==> src/rtl/video_timing_gen.sv <==
// ============================================================================
// video_timing_gen : raster counters, active-area decode and delayed
//                    HDMI/DVI sync / data-enable for the text pixel pipeline
// Revision 1.0
// ============================================================================
`default_nettype none

module video_timing_gen #(
  parameter int H_ACTIVE   = 640,
  parameter int H_FP       = 16,
  parameter int H_SYNC     = 96,
  parameter int H_BP       = 48,
  parameter int V_ACTIVE   = 480,
  parameter int V_FP       = 10,
  parameter int V_SYNC     = 2,
  parameter int V_BP       = 33,
  parameter int HSYNC_POL  = 0,
  parameter int VSYNC_POL  = 0,
  parameter int PIPE_DELAY = 4
) (
  input  logic       clk_pixel,
  input  logic       rst_n,
  input  logic       enable,
  output logic       video_active,
  output logic [9:0] pixel_x,
  output logic [9:0] pixel_y,
  output logic       line_start,
  output logic       frame_start,
  output logic       hsync_o,
  output logic       vsync_o,
  output logic       de_o
);

  localparam int H_TOTAL = H_ACTIVE + H_FP + H_SYNC + H_BP;
  localparam int V_TOTAL = V_ACTIVE + V_FP + V_SYNC + V_BP;

  // 11-bit constants so a sync window ending exactly at 1024 still compares correctly
  localparam logic [10:0] H_LAST   = 11'(H_TOTAL - 1);
  localparam logic [10:0] V_LAST   = 11'(V_TOTAL - 1);
  localparam logic [10:0] HA_END   = 11'(H_ACTIVE);
  localparam logic [10:0] VA_END   = 11'(V_ACTIVE);
  localparam logic [10:0] HS_START = 11'(H_ACTIVE + H_FP);
  localparam logic [10:0] HS_STOP  = 11'(H_ACTIVE + H_FP + H_SYNC);
  localparam logic [10:0] VS_START = 11'(V_ACTIVE + V_FP);
  localparam logic [10:0] VS_STOP  = 11'(V_ACTIVE + V_FP + V_SYNC);
  localparam logic        HS_ACT   = (HSYNC_POL != 0);
  localparam logic        VS_ACT   = (VSYNC_POL != 0);

  if (H_TOTAL > 1024 || V_TOTAL > 1024 || PIPE_DELAY < 0 || PIPE_DELAY > 15) begin : g_bad_params
    $error("video_timing_gen: totals must be <= 1024 and PIPE_DELAY within 0..15");
  end

  logic [9:0] x_q, x_d, y_q, y_d;
  logic       va_q, va_d, hs_q, hs_d, vs_q, vs_d;
  logic       ls_q, ls_d, fs_q, fs_d;

  // Every registered output is decoded from the next counter values so all agree in one cycle.
  always_comb begin
    x_d = x_q;
    y_d = y_q;
    if (enable) begin
      if ({1'b0, x_q} == H_LAST) begin
        x_d = '0;
        y_d = ({1'b0, y_q} == V_LAST) ? '0 : y_q + 10'd1;
      end else begin
        x_d = x_q + 10'd1;
      end
    end
    va_d = ({1'b0, x_d} < HA_END) && ({1'b0, y_d} < VA_END);
    hs_d = (({1'b0, x_d} >= HS_START) && ({1'b0, x_d} < HS_STOP)) ? HS_ACT : ~HS_ACT;
    vs_d = (({1'b0, y_d} >= VS_START) && ({1'b0, y_d} < VS_STOP)) ? VS_ACT : ~VS_ACT;
    ls_d = enable && (x_d == '0);
    fs_d = enable && (x_d == '0) && (y_d == '0);
  end

  always_ff @(posedge clk_pixel or negedge rst_n) begin
    if (!rst_n) begin
      x_q  <= '0;
      y_q  <= '0;
      va_q <= 1'b0;
      hs_q <= ~HS_ACT;
      vs_q <= ~VS_ACT;
      ls_q <= 1'b0;
      fs_q <= 1'b0;
    end else begin
      ls_q <= ls_d;
      fs_q <= fs_d;
      if (enable) begin
        x_q  <= x_d;
        y_q  <= y_d;
        va_q <= va_d;
        hs_q <= hs_d;
        vs_q <= vs_d;
      end
    end
  end

  assign pixel_x      = x_q;
  assign pixel_y      = y_q;
  assign video_active = va_q;
  assign line_start   = ls_q;
  assign frame_start  = fs_q;

  if (PIPE_DELAY == 0) begin : g_no_delay
    assign hsync_o = hs_q;
    assign vsync_o = vs_q;
    assign de_o    = va_q;
  end else begin : g_delay
    // Stage k holds {hsync, vsync, de} from k+1 enabled cycles ago.
    logic [2:0] dly_q [PIPE_DELAY];

    always_ff @(posedge clk_pixel or negedge rst_n) begin
      if (!rst_n) begin
        for (int k = 0; k < PIPE_DELAY; k++) dly_q[k] <= {~HS_ACT, ~VS_ACT, 1'b0};
      end else if (enable) begin
        dly_q[0] <= {hs_q, vs_q, va_q};
        for (int k = 1; k < PIPE_DELAY; k++) dly_q[k] <= dly_q[k-1];
      end
    end

    assign {hsync_o, vsync_o, de_o} = dly_q[PIPE_DELAY-1];
  end

endmodule

`default_nettype wire

==> config.mk <==
export PLATFORM = sky130hd
export DESIGN_NAME = video_timing_gen
export DESIGN_NICKNAME = d
export VERILOG_FILES = /design/src/rtl/video_timing_gen.sv
export SDC_FILE = /design/constraint.sdc
export NUM_CORES = 1
export LEC_CHECK = 0
export ABC_AREA = 1
export CAP_MARGIN = 25
export CORE_MARGIN = 2
export CORE_UTILIZATION = 40
export CTS_BUF_LIST = sky130_fd_sc_hd__clkbuf_16
export DETAILED_ROUTE_END_ITERATION = 6
export PLACE_DENSITY = 0.65
export SETUP_SLACK_MARGIN = 0.05
export SYNTH_ARGS = -nofsm -noshare
export SYNTH_HDL_FRONTEND = slang
export SYNTH_SLANG_ARGS = --single-unit
==> constraint.sdc <==
create_clock -name clk_pixel -period 1.47 [get_ports clk_pixel]
set_input_delay 0.147 -clock clk_pixel [delete_from_list [all_inputs] [get_ports clk_pixel]]
set_output_delay 0.147 -clock clk_pixel [all_outputs]
set_load 0.01 [all_outputs]
==> reports/results.txt <==
The minimum setup slack in the final design was -0.3855 ns; the core region area was 5172 um2. The logs give 6036 um2 for the area enclosed by the die boundary and 1.058 mV for the peak supply drop. Wire length on met3: 271 um. The repair_antennas step left the layout with diodes totalling 0. After layout, the design draws a total of 5.499 mW.

For the worst-case register-to-register setup slack, the log shows -0.39 ns. Entering global routing, the biggest net connects 19 pins. The proportion of layout cells with a drive suffix above 1 was 0.4055; the initial cell density of the core was 0.4199. STA puts the critical path data arrival time at 2.03 ns.

In the final timing run, aggregate negative setup slack is -2.911 ns. Across the routed clock network, the largest skew measured is 0.004923 ns. Using the TritonRoute via totals, the vias-per-cell ratio works out to 4.860. The achievable clock frequency was 538.9 MHz. The cell depth of the worst flop-to-flop path is 12, and the count of boundary I/O pins is 29. The final-report max-slew violation count was 0; the static leakage power was 1.844 nW. Minimum period implied by the final worst setup slack: 1.856 ns. The number of nets handed over by synthesis was 304. The total routing resource utilization after global routing is 0.2100. The tools report the beginning of the worst register-to-register path as pixel_x[0]. For the max-capacitance violation count, the log shows 0. In the final design database the tool counted 407 nets.

In this run the cell area of the synthesized design comes to 2172 um2. Synthesis instantiated 28 different standard cells from the library. The run gives 9873 um as the first-pass GRT wire length.

The detailed router put a total of 2619 um of wire on met1. Averaged over all synthesized cells, the footprint is 7.289 um2. STA classifies the critical path startpoint as a flip-flop. The tools report the number of antenna violations at the first check in global routing as 0. Compared with the post-synthesis result, the final layout area differs by 59.74%.

The count of endpoints failing hold in the final timing report is 0, and the normalized max-slew margin is 0.7224. Routability-driven placement finished with a final weighted congestion of 0.9357. For the pin with the worst max-slew slack, the measured transition is 0.4164 ns. Root buffer cell: sky130_fd_sc_hd__clkbuf_16. The run finished, with violations left. The clock tree synthesis step divided the H-tree into 2 levels. Data on the critical path is required at its endpoint by 1.64 ns. The endpoint identified for the worst register-to-register timing path is video_active. Buffers placed on the I/O ports in this run total 28. Dividing total power by cell area gives a power density of 1585 nW/um2. Setup repair after global routing could not meet its margin everywhere. Measured along the y axis, the die boundary spans 77.69 um. The clock net in this run drives a total of 37 sinks. The highest net fanout along the worst path works out to 5.

Detailed-route wire length per cell: 12.90 um. The number of fill cells in the layout is 414, and the residual antenna-violating net count after detailed routing is 0. The routed wire length on met2 is 2996 um.

Leaving out fill and tap cells, the most frequent cells in the layout are 90 x sky130_fd_sc_hd__nand2_1, 61 x sky130_fd_sc_hd__buf_4, 37 x sky130_fd_sc_hd__inv_1, 26 x sky130_fd_sc_hd__dfrtp_1, 23 x sky130_fd_sc_hd__nand3_1. In this run the top signal layer used is met4. The floorplan step set the die width to 77.69 um.

The worst setup path is captured at a flip-flop. The sum of routed wire length over all layers is 6089 um, and the final number of setup-violating endpoints is 17. The post-route clock period utilization was 1.262. The Yosys step of the flow raised 0 warnings. The run gives 298 as the cell count after synthesis.

Post-synthesis sequential element count: 37. The setup path with the least slack is of type flip-flop to flip-flop. The tightest min-delay check is of the primary input to asynchronous set/reset pin type. For the worst-skew pair, the clock arrives at the later sink with an insertion delay of 0.29 ns. After detailed routing, the number of remaining DRC violations is 0. Via count: 2294. The tools report the sequential-to-total area share from yosys stat as 0.4320. The checks that failed: negative setup slack. The initialized floorplan defines 26 standard-cell rows. For this block, the initial DRC count from the detailed router was 90. The sum of overflow across all layers after global routing came out at 0. The commonest non-fill, non-tap cell in the layout was sky130_fd_sc_hd__nand2_1. The first detailed-routing pass ran for 4 iterations. The via count of the first global-routing pass is 2179, and the register clock-pin slew on the reported worst setup and hold paths is 0.06 ns.

TritonCTS built the clock tree. The wire-length estimate of the detail-placed layout is 4334 um. No sink is reached through more buffers than the 2 on the longest clock path.

Counting the buffers created by CTS gives 5.
final cells by class:
type	instances	area [um2]	area share
multi-input combinational	205	1200	0.3458
clock inverter	3	68.82	0.01983
tap	70	87.58	0.02524
clock buffer	5	125.1	0.03606
timing repair buffer	102	858.3	0.2474
sequential	37	939.7	0.2708
inverter	50	190.2	0.05481
routing by layer:
| layer | up-vias | GRT usage |
|---|---|---|
| met1 | 1075 | 0.2589 |
| met2 | 67 | 0.3560 |
| met4 | 0 | 0.09464 |
| li1 | 1129 | - |
| met3 | 23 | 0.03837 |
| met5 | - | 0 |
logic make-up (layout without fill, tap and decap cells):
logic type,Yosys count,count (layout),synth area share
and+or+nand+nor,187,187,0.4096
buffers and inverters,56,160,0.09908
DFF,37,37,0.4320
AOI/OAI and AO/OA,13,13,0.03399
adders and majority gates,3,3,0.01728
xor gates and xnor gates,2,2,0.008066
critical path, stage by stage (launching register included):
cell	delay, ns
sky130_fd_sc_hd__dfrtp_1	0.42
sky130_fd_sc_hd__ha_4	0.17
sky130_fd_sc_hd__nand2_4	0.07
sky130_fd_sc_hd__nor2_4	0.13
sky130_fd_sc_hd__nand3_4	0.15
sky130_fd_sc_hd__nor2_4	0.18
sky130_fd_sc_hd__nand2_1	0.07
sky130_fd_sc_hd__nand2_1	0.07
sky130_fd_sc_hd__nand2_2	0.09
sky130_fd_sc_hd__nor2_1	0.10
sky130_fd_sc_hd__nand3_1	0.13
sky130_fd_sc_hd__nand3_1	0.11
sky130_fd_sc_hd__nand2_1	0.05
how the worst max path moves through the flow:
stage | from | endpoint | slack (ns) | depth (start not counted)
after detailed placement | enable | frame_start | -0.36 | 10
after CTS | pixel_y[1] | frame_start | -0.30 | 12
after floorplan | pixel_x[1] | video_active | -0.19 | 12
final | pixel_x[0] | video_active | -0.39 | 12
after global placement | pixel_y[1] | video_active | -0.44 | 12
after global routing | pixel_x[0] | video_active | -0.49 | 12
per-stage QoR:
step                hold WS [ns]  worst slack [ns]  cell area (um2)  instances  utilization
floorplan                -0.1486           -0.1861             2181        298            -
global placement          0.1027           -0.4357             2982        452       0.5764
detailed placement        0.1061           -0.3637             2982        452       0.5764
CTS                       0.3395           -0.3029             3281        468       0.6343
global route              0.3854           -0.4862             3470        472       0.6708
finish                    0.3227           -0.3855             3470        472       0.6708
state kept, by name (all words and copies together), names as in the netlist:
signal / count
hs_q: 1
pixel_x: 10
video_active: 1
vsync_o: 1
pixel_y: 10
line_start: 1
vs_q: 1
g_delay.dly_q: 9
de_o: 1
frame_start: 1
hsync_o: 1
power by group:
group	total, mW	internal (mW)	switching (mW)
registers	1.49	1.28	0.209
clock network	1.43	0.978	0.453
logic	2.57	1.25	1.33
total	5.50	3.51	1.99
cells in the mapped netlist:
| library cell | count | area, um2 |
|---|---|---|
| sky130_fd_sc_hd__nand2_2 | 5 | 31.28 |
| sky130_fd_sc_hd__nand4_1 | 11 | 68.82 |
| sky130_fd_sc_hd__nand3_1 | 30 | 150.1 |
| sky130_fd_sc_hd__nand3_2 | 1 | 10.01 |
| sky130_fd_sc_hd__o21ai_1 | 1 | 5.000 |
| sky130_fd_sc_hd__nand2_4 | 4 | 45.04 |
| sky130_fd_sc_hd__o21ai_0 | 8 | 40.04 |
| sky130_fd_sc_hd__inv_1 | 47 | 176.4 |
| sky130_fd_sc_hd__a21o_1 | 1 | 7.510 |
| sky130_fd_sc_hd__o211ai_1 | 1 | 7.510 |
| sky130_fd_sc_hd__dfrtp_1 | 27 | 675.7 |
| sky130_fd_sc_hd__nand3_4 | 1 | 17.52 |
| sky130_fd_sc_hd__nand2_1 | 105 | 394.1 |
| sky130_fd_sc_hd__xnor2_1 | 1 | 8.760 |
| sky130_fd_sc_hd__o21bai_1 | 1 | 7.510 |
| sky130_fd_sc_hd__nor3_1 | 1 | 5.000 |
| sky130_fd_sc_hd__ha_1 | 3 | 37.54 |
| sky130_fd_sc_hd__nor2_4 | 4 | 45.04 |
| sky130_fd_sc_hd__o22ai_1 | 1 | 6.260 |
| sky130_fd_sc_hd__buf_2 | 1 | 5.000 |
| sky130_fd_sc_hd__buf_4 | 1 | 7.510 |
| sky130_fd_sc_hd__nor2_8 | 1 | 20.02 |
| sky130_fd_sc_hd__nor2_1 | 19 | 71.32 |
| sky130_fd_sc_hd__xor2_1 | 1 | 8.760 |
| sky130_fd_sc_hd__clkbuf_1 | 4 | 15.01 |
| sky130_fd_sc_hd__dfstp_2 | 10 | 262.8 |
| sky130_fd_sc_hd__nor2_2 | 5 | 31.28 |
| sky130_fd_sc_hd__inv_2 | 3 | 11.26 |
repair_timing:
item / 4_1_cts / 5_1_grt
setup endpoints to repair: 39 / 22
pin swaps: 10 / 13
cloned: 0 / 0
hold endpoints to repair: 11 / 0
resized for setup: 43 / 51
setup buffers: 7 / 8
hold buffers: 1 / 0
Power figures use the tool's default switching activity.
